`config.mk`:
```
export PLATFORM = sky130hd
export DESIGN_NAME = axi_stream_byte_packer
export DESIGN_NICKNAME = d
export VERILOG_FILES = /design/src/rtl/axis_pkg.sv /design/src/rtl/axis_keep_count.sv /design/src/rtl/axi_stream_byte_packer.sv
export SDC_FILE = /design/constraint.sdc
export NUM_CORES = 1
export LEC_CHECK = 0
export CORE_MARGIN = 5
export CORE_UTILIZATION = 53
export CTS_CLUSTER_DIAMETER = 120
export CTS_CLUSTER_SIZE = 40
export DETAILED_ROUTE_END_ITERATION = 8
export GPL_TIMING_DRIVEN = 0
export PLACE_DENSITY = 0.9
export SYNTH_ARGS = -nofsm -noshare
export SYNTH_HDL_FRONTEND = slang
export SYNTH_SLANG_ARGS = --single-unit
```
`constraint.sdc`:
```
create_clock -name clk -period 3.65 [get_ports clk]
set_clock_uncertainty 0.1 [all_clocks]
set_input_delay 0.365 -clock clk [delete_from_list [all_inputs] [get_ports clk]]
set_output_delay 0.365 -clock clk [all_outputs]
set_load 0.005 [all_outputs]
```
`src/rtl/axis_pkg.sv`:
```
// Shared definitions for the byte packer: state encoding, lane/bit helpers,
// and keep <-> byte-count conversion functions.
package axis_pkg;

    typedef enum logic [0:0] {
        ST_PASS  = 1'b0,
        ST_FLUSH = 1'b1
    } pack_state_e;

    localparam int BYTE_WD   = 8;
    localparam int MAX_LANES = 64;
    localparam int MAX_BITS  = MAX_LANES * BYTE_WD;

    function automatic int lanes_to_bits(input int lanes);
        return lanes * BYTE_WD;
    endfunction

    // Leading ones counted from lane (lanes-1) downward; stops at the first zero.
    function automatic int keep_to_cnt_lead(input logic [MAX_LANES-1:0] keep, input int lanes);
        int   cnt;
        logic run;
        cnt = 0;
        run = 1'b1;
        for (int i = MAX_LANES - 1; i >= 0; i--) begin
            run = run & ((i >= lanes) | keep[i]);
            cnt = cnt + (((i < lanes) && run) ? 1 : 0);
        end
        return cnt;
    endfunction

    function automatic int keep_to_cnt_pop(input logic [MAX_LANES-1:0] keep, input int lanes);
        int cnt;
        cnt = 0;
        for (int i = 0; i < MAX_LANES; i++) begin
            cnt = cnt + (((i < lanes) && keep[i]) ? 1 : 0);
        end
        return cnt;
    endfunction

    // Mask with the top cnt lanes (of lanes) set.
    function automatic logic [MAX_LANES-1:0] cnt_to_keep(input int cnt, input int lanes);
        logic [MAX_LANES-1:0] mask;
        for (int i = 0; i < MAX_LANES; i++) begin
            mask[i] = (i < lanes) && (i >= lanes - cnt);
        end
        return mask;
    endfunction

    function automatic logic [MAX_BITS-1:0] keep_to_mask(input logic [MAX_LANES-1:0] keep);
        logic [MAX_BITS-1:0] mask;
        for (int i = 0; i < MAX_LANES; i++) begin
            mask[i*BYTE_WD +: BYTE_WD] = {BYTE_WD{keep[i]}};
        end
        return mask;
    endfunction

endpackage

```
`src/rtl/axis_keep_count.sv`:
```
// Converts a keep vector into a byte count and a legality flag.
// With PACKER_KEEP_CHECK_EN the count is the MSB-contiguous run; otherwise a popcount.
module axis_keep_count
    import axis_pkg::*;
#(
    parameter int DATA_BYTE_WD = 4,
    parameter int CNT_WD       = $clog2(DATA_BYTE_WD) + 1
) (
    input  logic [DATA_BYTE_WD-1:0] keep,
    output logic [CNT_WD-1:0]       cnt,
    output logic                    legal
);

    // Legal keep is exactly the top-N mask implied by its own leading-ones count.
    always_comb begin
`ifdef PACKER_KEEP_CHECK_EN
        cnt   = CNT_WD'(keep_to_cnt_lead(MAX_LANES'(keep), DATA_BYTE_WD));
        legal = (DATA_BYTE_WD'(cnt_to_keep(int'(cnt), DATA_BYTE_WD)) == keep);
`else
        cnt   = CNT_WD'(keep_to_cnt_pop(MAX_LANES'(keep), DATA_BYTE_WD));
        legal = 1'b1;
`endif
    end

endmodule

```
`src/rtl/axi_stream_byte_packer.sv`:
```
// Re-packs MSB-aligned partial AXI-Stream beats into full beats; only the packet's
// final beat may be partial. Optional keep legality checking via PACKER_KEEP_CHECK_EN.
module axi_stream_byte_packer
    import axis_pkg::*;
#(
    parameter int DATA_WD      = 32,
    parameter int DATA_BYTE_WD = DATA_WD / 8,
    parameter int CNT_WD       = $clog2(DATA_BYTE_WD) + 1
) (
    input  logic                    clk,
    input  logic                    rst_n,
    input  logic                    valid_in,
    input  logic [DATA_WD-1:0]      data_in,
    input  logic [DATA_BYTE_WD-1:0] keep_in,
    input  logic                    last_in,
    output logic                    ready_in,
    output logic                    valid_out,
    output logic [DATA_WD-1:0]      data_out,
    output logic [DATA_BYTE_WD-1:0] keep_out,
    output logic                    last_out,
    input  logic                    ready_out,
    output logic                    err_keep
);

    localparam int              TOT_WD  = CNT_WD + 1;
    localparam logic [TOT_WD-1:0] LANES_L = TOT_WD'(DATA_BYTE_WD);

    pack_state_e               state_q, state_d;
    logic [DATA_WD-1:0]        res_data_q, res_data_d;
    logic [CNT_WD-1:0]         res_cnt_q, res_cnt_d;
    logic                      valid_q, valid_d;
    logic [DATA_WD-1:0]        data_q, data_d;
    logic [DATA_BYTE_WD-1:0]   keep_q, keep_d;
    logic                      last_q, last_d;
    logic                      err_q, err_d;

    logic [CNT_WD-1:0]         n_s;
    logic                      legal_s;
    logic                      out_free_s;
    logic                      accept_s;
    logic [TOT_WD-1:0]         total_s;
    logic [TOT_WD-1:0]         over_s;
    logic [DATA_WD-1:0]        in_mask_s;
    logic [DATA_WD-1:0]        in_data_s;
    logic [2*DATA_WD-1:0]      comb_s;
    logic [DATA_BYTE_WD-1:0]   total_keep_s;
    logic [DATA_BYTE_WD-1:0]   res_keep_s;

    axis_keep_count #(
        .DATA_BYTE_WD (DATA_BYTE_WD),
        .CNT_WD       (CNT_WD)
    ) u_keep_count (
        .keep  (keep_in),
        .cnt   (n_s),
        .legal (legal_s)
    );

    assign out_free_s = !valid_q || ready_out;
    assign ready_in   = (state_q == ST_PASS) && out_free_s;
    assign accept_s   = valid_in && ready_in;

    // Residual bytes occupy the top lanes of the upper half; the input follows them.
    always_comb begin
        total_s      = {1'b0, res_cnt_q} + {1'b0, n_s};
        over_s       = total_s - LANES_L;
        in_mask_s    = DATA_WD'(keep_to_mask(cnt_to_keep(int'(n_s), DATA_BYTE_WD)));
        in_data_s    = data_in & in_mask_s;
        comb_s       = {res_data_q, {DATA_WD{1'b0}}}
                     | ({in_data_s, {DATA_WD{1'b0}}} >> lanes_to_bits(int'(res_cnt_q)));
        total_keep_s = DATA_BYTE_WD'(cnt_to_keep(int'(total_s), DATA_BYTE_WD));
        res_keep_s   = DATA_BYTE_WD'(cnt_to_keep(int'(res_cnt_q), DATA_BYTE_WD));
    end

    // Next-state, residual and output-register computation.
    always_comb begin
        state_d    = state_q;
        res_data_d = res_data_q;
        res_cnt_d  = res_cnt_q;
        valid_d    = valid_q && !ready_out;
        data_d     = data_q;
        keep_d     = keep_q;
        last_d     = last_q;
        err_d      = err_q;

        case (state_q)
            ST_PASS: begin
                if (accept_s) begin
                    err_d = err_q | ~legal_s;
                    if (!last_in) begin
                        if (total_s < LANES_L) begin
                            res_data_d = comb_s[2*DATA_WD-1:DATA_WD];
                            res_cnt_d  = total_s[CNT_WD-1:0];
                        end else begin
                            valid_d    = 1'b1;
                            data_d     = comb_s[2*DATA_WD-1:DATA_WD];
                            keep_d     = {DATA_BYTE_WD{1'b1}};
                            last_d     = 1'b0;
                            res_data_d = comb_s[DATA_WD-1:0];
                            res_cnt_d  = over_s[CNT_WD-1:0];
                        end
                    end else if (total_s <= LANES_L) begin
                        valid_d    = 1'b1;
                        data_d     = comb_s[2*DATA_WD-1:DATA_WD];
                        keep_d     = total_keep_s;
                        last_d     = 1'b1;
                        res_data_d = {DATA_WD{1'b0}};
                        res_cnt_d  = {CNT_WD{1'b0}};
                    end else begin
                        // Packet end spills past one beat: send a full beat now, tail later.
                        valid_d    = 1'b1;
                        data_d     = comb_s[2*DATA_WD-1:DATA_WD];
                        keep_d     = {DATA_BYTE_WD{1'b1}};
                        last_d     = 1'b0;
                        res_data_d = comb_s[DATA_WD-1:0];
                        res_cnt_d  = over_s[CNT_WD-1:0];
                        state_d    = ST_FLUSH;
                    end
                end else begin
                    state_d = ST_PASS;
                end
            end
            ST_FLUSH: begin
                if (out_free_s) begin
                    valid_d    = 1'b1;
                    data_d     = res_data_q;
                    keep_d     = res_keep_s;
                    last_d     = 1'b1;
                    res_data_d = {DATA_WD{1'b0}};
                    res_cnt_d  = {CNT_WD{1'b0}};
                    state_d    = ST_PASS;
                end else begin
                    state_d = ST_FLUSH;
                end
            end
            default: begin
                state_d    = ST_PASS;
                res_data_d = {DATA_WD{1'b0}};
                res_cnt_d  = {CNT_WD{1'b0}};
                valid_d    = 1'b0;
            end
        endcase
    end

    // State, residual and registered outputs; reset drops any in-flight packet.
    always_ff @(posedge clk or negedge rst_n) begin
        if (!rst_n) begin
            state_q    <= ST_PASS;
            res_data_q <= {DATA_WD{1'b0}};
            res_cnt_q  <= {CNT_WD{1'b0}};
            valid_q    <= 1'b0;
            data_q     <= {DATA_WD{1'b0}};
            keep_q     <= {DATA_BYTE_WD{1'b0}};
            last_q     <= 1'b0;
            err_q      <= 1'b0;
        end else begin
            state_q    <= state_d;
            res_data_q <= res_data_d;
            res_cnt_q  <= res_cnt_d;
            valid_q    <= valid_d;
            data_q     <= data_d;
            keep_q     <= keep_d;
            last_q     <= last_d;
            err_q      <= err_d;
        end
    end

    assign valid_out = valid_q;
    assign data_out  = data_q;
    assign keep_out  = keep_q;
    assign last_out  = last_q;
    assign err_keep  = err_q;

endmodule

```
==> results.md <==
* Status: completed
* Internal reg-to-reg setup slack at 0.43 ns
* IR Drop Worst-Case VDD at 0.685 mV
* RSZ-0062 raised after global routing: yes
* Total grt overflow at 0
* Reg-to-reg critical path endpoint: res_data_q[26]
* Transition time of the tightest slew-check pin at 1.14 ns
* Class of the tightest hold or removal check: in2async
* Max Cap Violations at 0
* R2R depth at 13
* Critical Path AT at 3.78 ns
* Area added between synthesis and finish at 35.9%
* DP HPWL at 11300 um
* Fmax at 279 MHz
* Number of remaining DRC errors at 0
* CP Capture Type: flop
* Required time at the endpoint of the critical path at 3.84 ns
* Start of the worst register-to-register path: res_cnt_q[0]
* Antenna diode instance count at 0
* Metal3 WL at 1600 um
* Worst stage delay on the critical path at 0.58 ns
* Cell Area, Synth at 0.00455 mm2
* Power density of the placed cells at 874 mW/mm2
* Synth Register Bits at 74
* Post-route clock period utilization at 0.982
* Setup CP Type: in2reg
* Part of the power in registers at 0.253
* Net switching component of the power at 2.36 mW
* Number of buffers between clock root and the deepest sink at 2
* Total I/O pin count at 81
* Slowest-stage cell, CP: sky130_fd_sc_hd__fa_1
* Netlist cell types at 54
* Number of max-slew violations in the final report at 0
* Largest net degree at the start of global routing at 62
* Share of flip-flops with an asynchronous set or reset after synthesis at 1.00
* Ratio of cells with drive above 1 in the final layout at 0.160
* Crit path max-delay family: adder cells
* Final setup violation count at 0
* Clock network power share at 0.130
* Number of nets still failing antenna checks after routing at 0
* Row cnt at 33
* Net count, final at 701
* Setup TNS after final layout at 0 ns
* CTS buffer count at 9
* Starting DRT DRC Count at 649
* Placed Area at 0.00558 mm2
* H-tree levels at 3
* Worst hold margin at 0.291 ns
* Number of port buffers at 78
* Worst Setup Start Kind: input port
* Mean cell area of the mapped netlist at 8.69 um2
* Initial Util at 0.549
* Filler Cells Inserted at 615
* Cells traversed along the worst timing path: buf_6 -> fa_1 -> ha_4 -> ha_4 -> fa_2 -> inv_2 -> ha_4 -> nor3_4 -> nor2_4 -> or3_4 -> o21ai_4 -> buf_6 -> buf_12 -> buf_8 -> a22oi_1 -> o21ai_1
* Critical path launch point: keep_in[3]
* P_int at 3.04 mW
* Insertion delay to the later sink of the worst-skew pair at 0.37 ns
* First-pass GRT wire length at 25300 um
* Synth Flop Type: sky130_fd_sc_hd__dfrtp_1
* Area of the core region at 0.00830 mm2
* Gate Count Post-Synth at 524
* M1 WL at 6230 um
* DRT Pass-1 Iters at 6
* Count of flip-flops with a built-in enable after synthesis at 0
* Clk slew on worst S/H paths at 0.09 ns
* Chip height at 103 um
* Initial antenna violation count at 0
* Proportion of synthesized chip area in sequential cells at 0.407
* Share of total power consumed by net switching at 0.437
* Path length in cells of the critical path at 16
* Synthesized Nets at 581
* Max layer used: met4
* Worst-path fanout max at 5
* Post-layout min period at 3.58 ns
* Overall routed net length at 16200 um
* Slew Limit Headroom at 0.232
* Drt wl/cell at 21.5 um
* Yosys synthesis warning count at 0
* Clock Root Buffer: sky130_fd_sc_hd__clkbuf_8
* Die extent in x at 103 um
* Power, Total at 5.41 mW
* Leakage Power at 2.53 nW
* Gate power share at 0.617
* Total via count after detailed routing at 4910
* Die area at 0.0105 mm2
* Clock tree from TritonCTS: done
* Total number of clock tree sinks at 74
* Final hold viol count at 0
* Most prevalent standard cell on the critical path: sky130_fd_sc_hd__ha_4
* Average via count per standard cell at 6.51
* Number of global-route vias before repair at 4807
* Total GRT Usage at 0.312
* Design Area, Final at 0.00619 mm2
* Detail Route met2 WL at 7730 um
* Final weighted congestion of routability-driven global placement at 0.989
* Count of buffering cells on the critical path with inverters included at 5
## per-stage QoR
step	setup WS [ns]	utilization	instances
2_1_floorplan	-0.0911	-	524
3_3_place_gp	-0.955	0.669	707
3_5_place_dp	-1.04	0.672	708
4_1_cts	0.0567	0.732	745
5_1_grt	-0.0578	0.746	754
6_report	0.0664	0.746	754
## routing by layer
metal,vias up,track usage
li1,2162,-
met1,2341,0.409
met2,341,0.515
met3,66,0.0535
met4,0,0.129
met5,-,0
## power by group through the flow
| stage | combinational (mW) | sequential [mW] | clock (mW) |
|---|---|---|---|
| final | 3.33 | 1.37 | 0.705 |
| after detailed placement | 2.79 | 1.37 | 0 |
| after global routing | 3.57 | 1.40 | 0.724 |
| after CTS | 3.09 | 1.36 | 0.697 |
| after global placement | 2.71 | 1.35 | 0 |
| after floorplan | 1.76 | 1.34 | 0 |
## kinds of logic after synthesis
group           count (synthesis)  synth area share
xor+xnor                        3            0.0104
flops                          74             0.407
simple gates                  159             0.171
compound gates                195             0.273
mux                             9            0.0220
other cells                     1          0.000823
fa+ha+maj                      16            0.0489
buf+inv                        67            0.0668
## state kept, by name, indices dropped and copies added (netlist names)
register / flops
res_data_q: 32
state_q: 1
data_out: 32
keep_out: 4
valid_out: 1
res_cnt_q: 3
last_out: 1
## layout by cell type, fill, tap and decap left out, types with 15 or more instances in the layout
cell type / count
sky130_fd_sc_hd__a21oi_1: 29
sky130_fd_sc_hd__a32oi_1: 16
sky130_fd_sc_hd__buf_4: 29
sky130_fd_sc_hd__clkbuf_1: 20
sky130_fd_sc_hd__clkdlybuf4s50_1: 74
sky130_fd_sc_hd__dfrtp_1: 74
sky130_fd_sc_hd__inv_1: 25
sky130_fd_sc_hd__nand2_1: 57
sky130_fd_sc_hd__nand2b_1: 17
sky130_fd_sc_hd__nand3_1: 25
sky130_fd_sc_hd__nor2_1: 15
sky130_fd_sc_hd__o21ai_0: 55
sky130_fd_sc_hd__o21ai_1: 24
sky130_fd_sc_hd__o31a_1: 17
## how the worst max path moves through the flow
stage	slack [ns]	endpoint
floorplan	-0.09	res_data_q[28]
detailed placement	-1.04	data_out[2]
finish	0.07	res_data_q[26]
CTS	0.06	res_data_q[25]
global placement	-0.95	data_out[9]
global route	-0.06	res_data_q[26]
## area by class of cell
cell class,count,area [um2],area share
inverter,28,105,0.0170
sequential,74,1850,0.299
buffer,38,229,0.0370
clock buffer,11,151,0.0245
timing repair buffer,110,1090,0.177
multi-input combinational,383,2560,0.414
clock inverter,5,61.3,0.00991
tap,105,131,0.0212
## timing repair
item / in CTS / in global routing
cloned: 1 / 1
pin swaps: 14 / 9
hold endpoints to repair: 13 / 0
hold buffers: 1 / 0
gates resized for setup: 24 / 18
buffers inserted: 20 / 8
setup endpoints to repair: 70 / 67
## synth_stat cells, types with 2 or more instances
cell / count / area [um2]
sky130_fd_sc_hd__a21oi_1: 30 / 150
sky130_fd_sc_hd__a22oi_1: 15 / 113
sky130_fd_sc_hd__a31oi_1: 2 / 12.5
sky130_fd_sc_hd__a32oi_1: 16 / 140
sky130_fd_sc_hd__and2_1: 2 / 12.5
sky130_fd_sc_hd__and3_1: 3 / 18.8
sky130_fd_sc_hd__buf_1: 4 / 15.0
sky130_fd_sc_hd__buf_2: 3 / 15.0
sky130_fd_sc_hd__buf_4: 3 / 22.5
sky130_fd_sc_hd__buf_6: 5 / 56.3
sky130_fd_sc_hd__clkbuf_1: 24 / 90.1
sky130_fd_sc_hd__dfrtp_1: 74 / 1850
sky130_fd_sc_hd__fa_1: 3 / 60.1
sky130_fd_sc_hd__ha_1: 13 / 163
sky130_fd_sc_hd__inv_1: 26 / 97.6
sky130_fd_sc_hd__mux2_2: 8 / 90.1
sky130_fd_sc_hd__nand2_1: 59 / 221
sky130_fd_sc_hd__nand2b_1: 17 / 106
sky130_fd_sc_hd__nand3_1: 25 / 125
sky130_fd_sc_hd__nand4_1: 8 / 50.1
sky130_fd_sc_hd__nor2_1: 16 / 60.1
sky130_fd_sc_hd__nor2b_1: 3 / 18.8
sky130_fd_sc_hd__nor3_1: 14 / 70.1
sky130_fd_sc_hd__nor3_2: 3 / 30.0
sky130_fd_sc_hd__nor4_1: 3 / 18.8
sky130_fd_sc_hd__o211ai_1: 2 / 15.0
sky130_fd_sc_hd__o21ai_0: 56 / 280
sky130_fd_sc_hd__o21ai_1: 24 / 120
sky130_fd_sc_hd__o221ai_1: 7 / 61.3
sky130_fd_sc_hd__o22ai_1: 13 / 81.3
sky130_fd_sc_hd__o31a_1: 17 / 149
sky130_fd_sc_hd__o31ai_1: 2 / 15.0
sky130_fd_sc_hd__or3_1: 3 / 18.8
## worst register-to-register path, cell delays in order, from the launching register on
cell	delay [ns]
sky130_fd_sc_hd__dfrtp_1	0.49
sky130_fd_sc_hd__ha_4	0.22
sky130_fd_sc_hd__fa_2	0.58
sky130_fd_sc_hd__inv_2	0.06
sky130_fd_sc_hd__ha_4	0.17
sky130_fd_sc_hd__nor3_4	0.25
sky130_fd_sc_hd__nor2_4	0.07
sky130_fd_sc_hd__or3_4	0.39
sky130_fd_sc_hd__o21ai_4	0.20
sky130_fd_sc_hd__buf_6	0.16
sky130_fd_sc_hd__buf_12	0.13
sky130_fd_sc_hd__buf_8	0.13
sky130_fd_sc_hd__a22oi_1	0.09
sky130_fd_sc_hd__o21ai_1	0.11
Note: power is estimated with default switching activity, not from simulation.
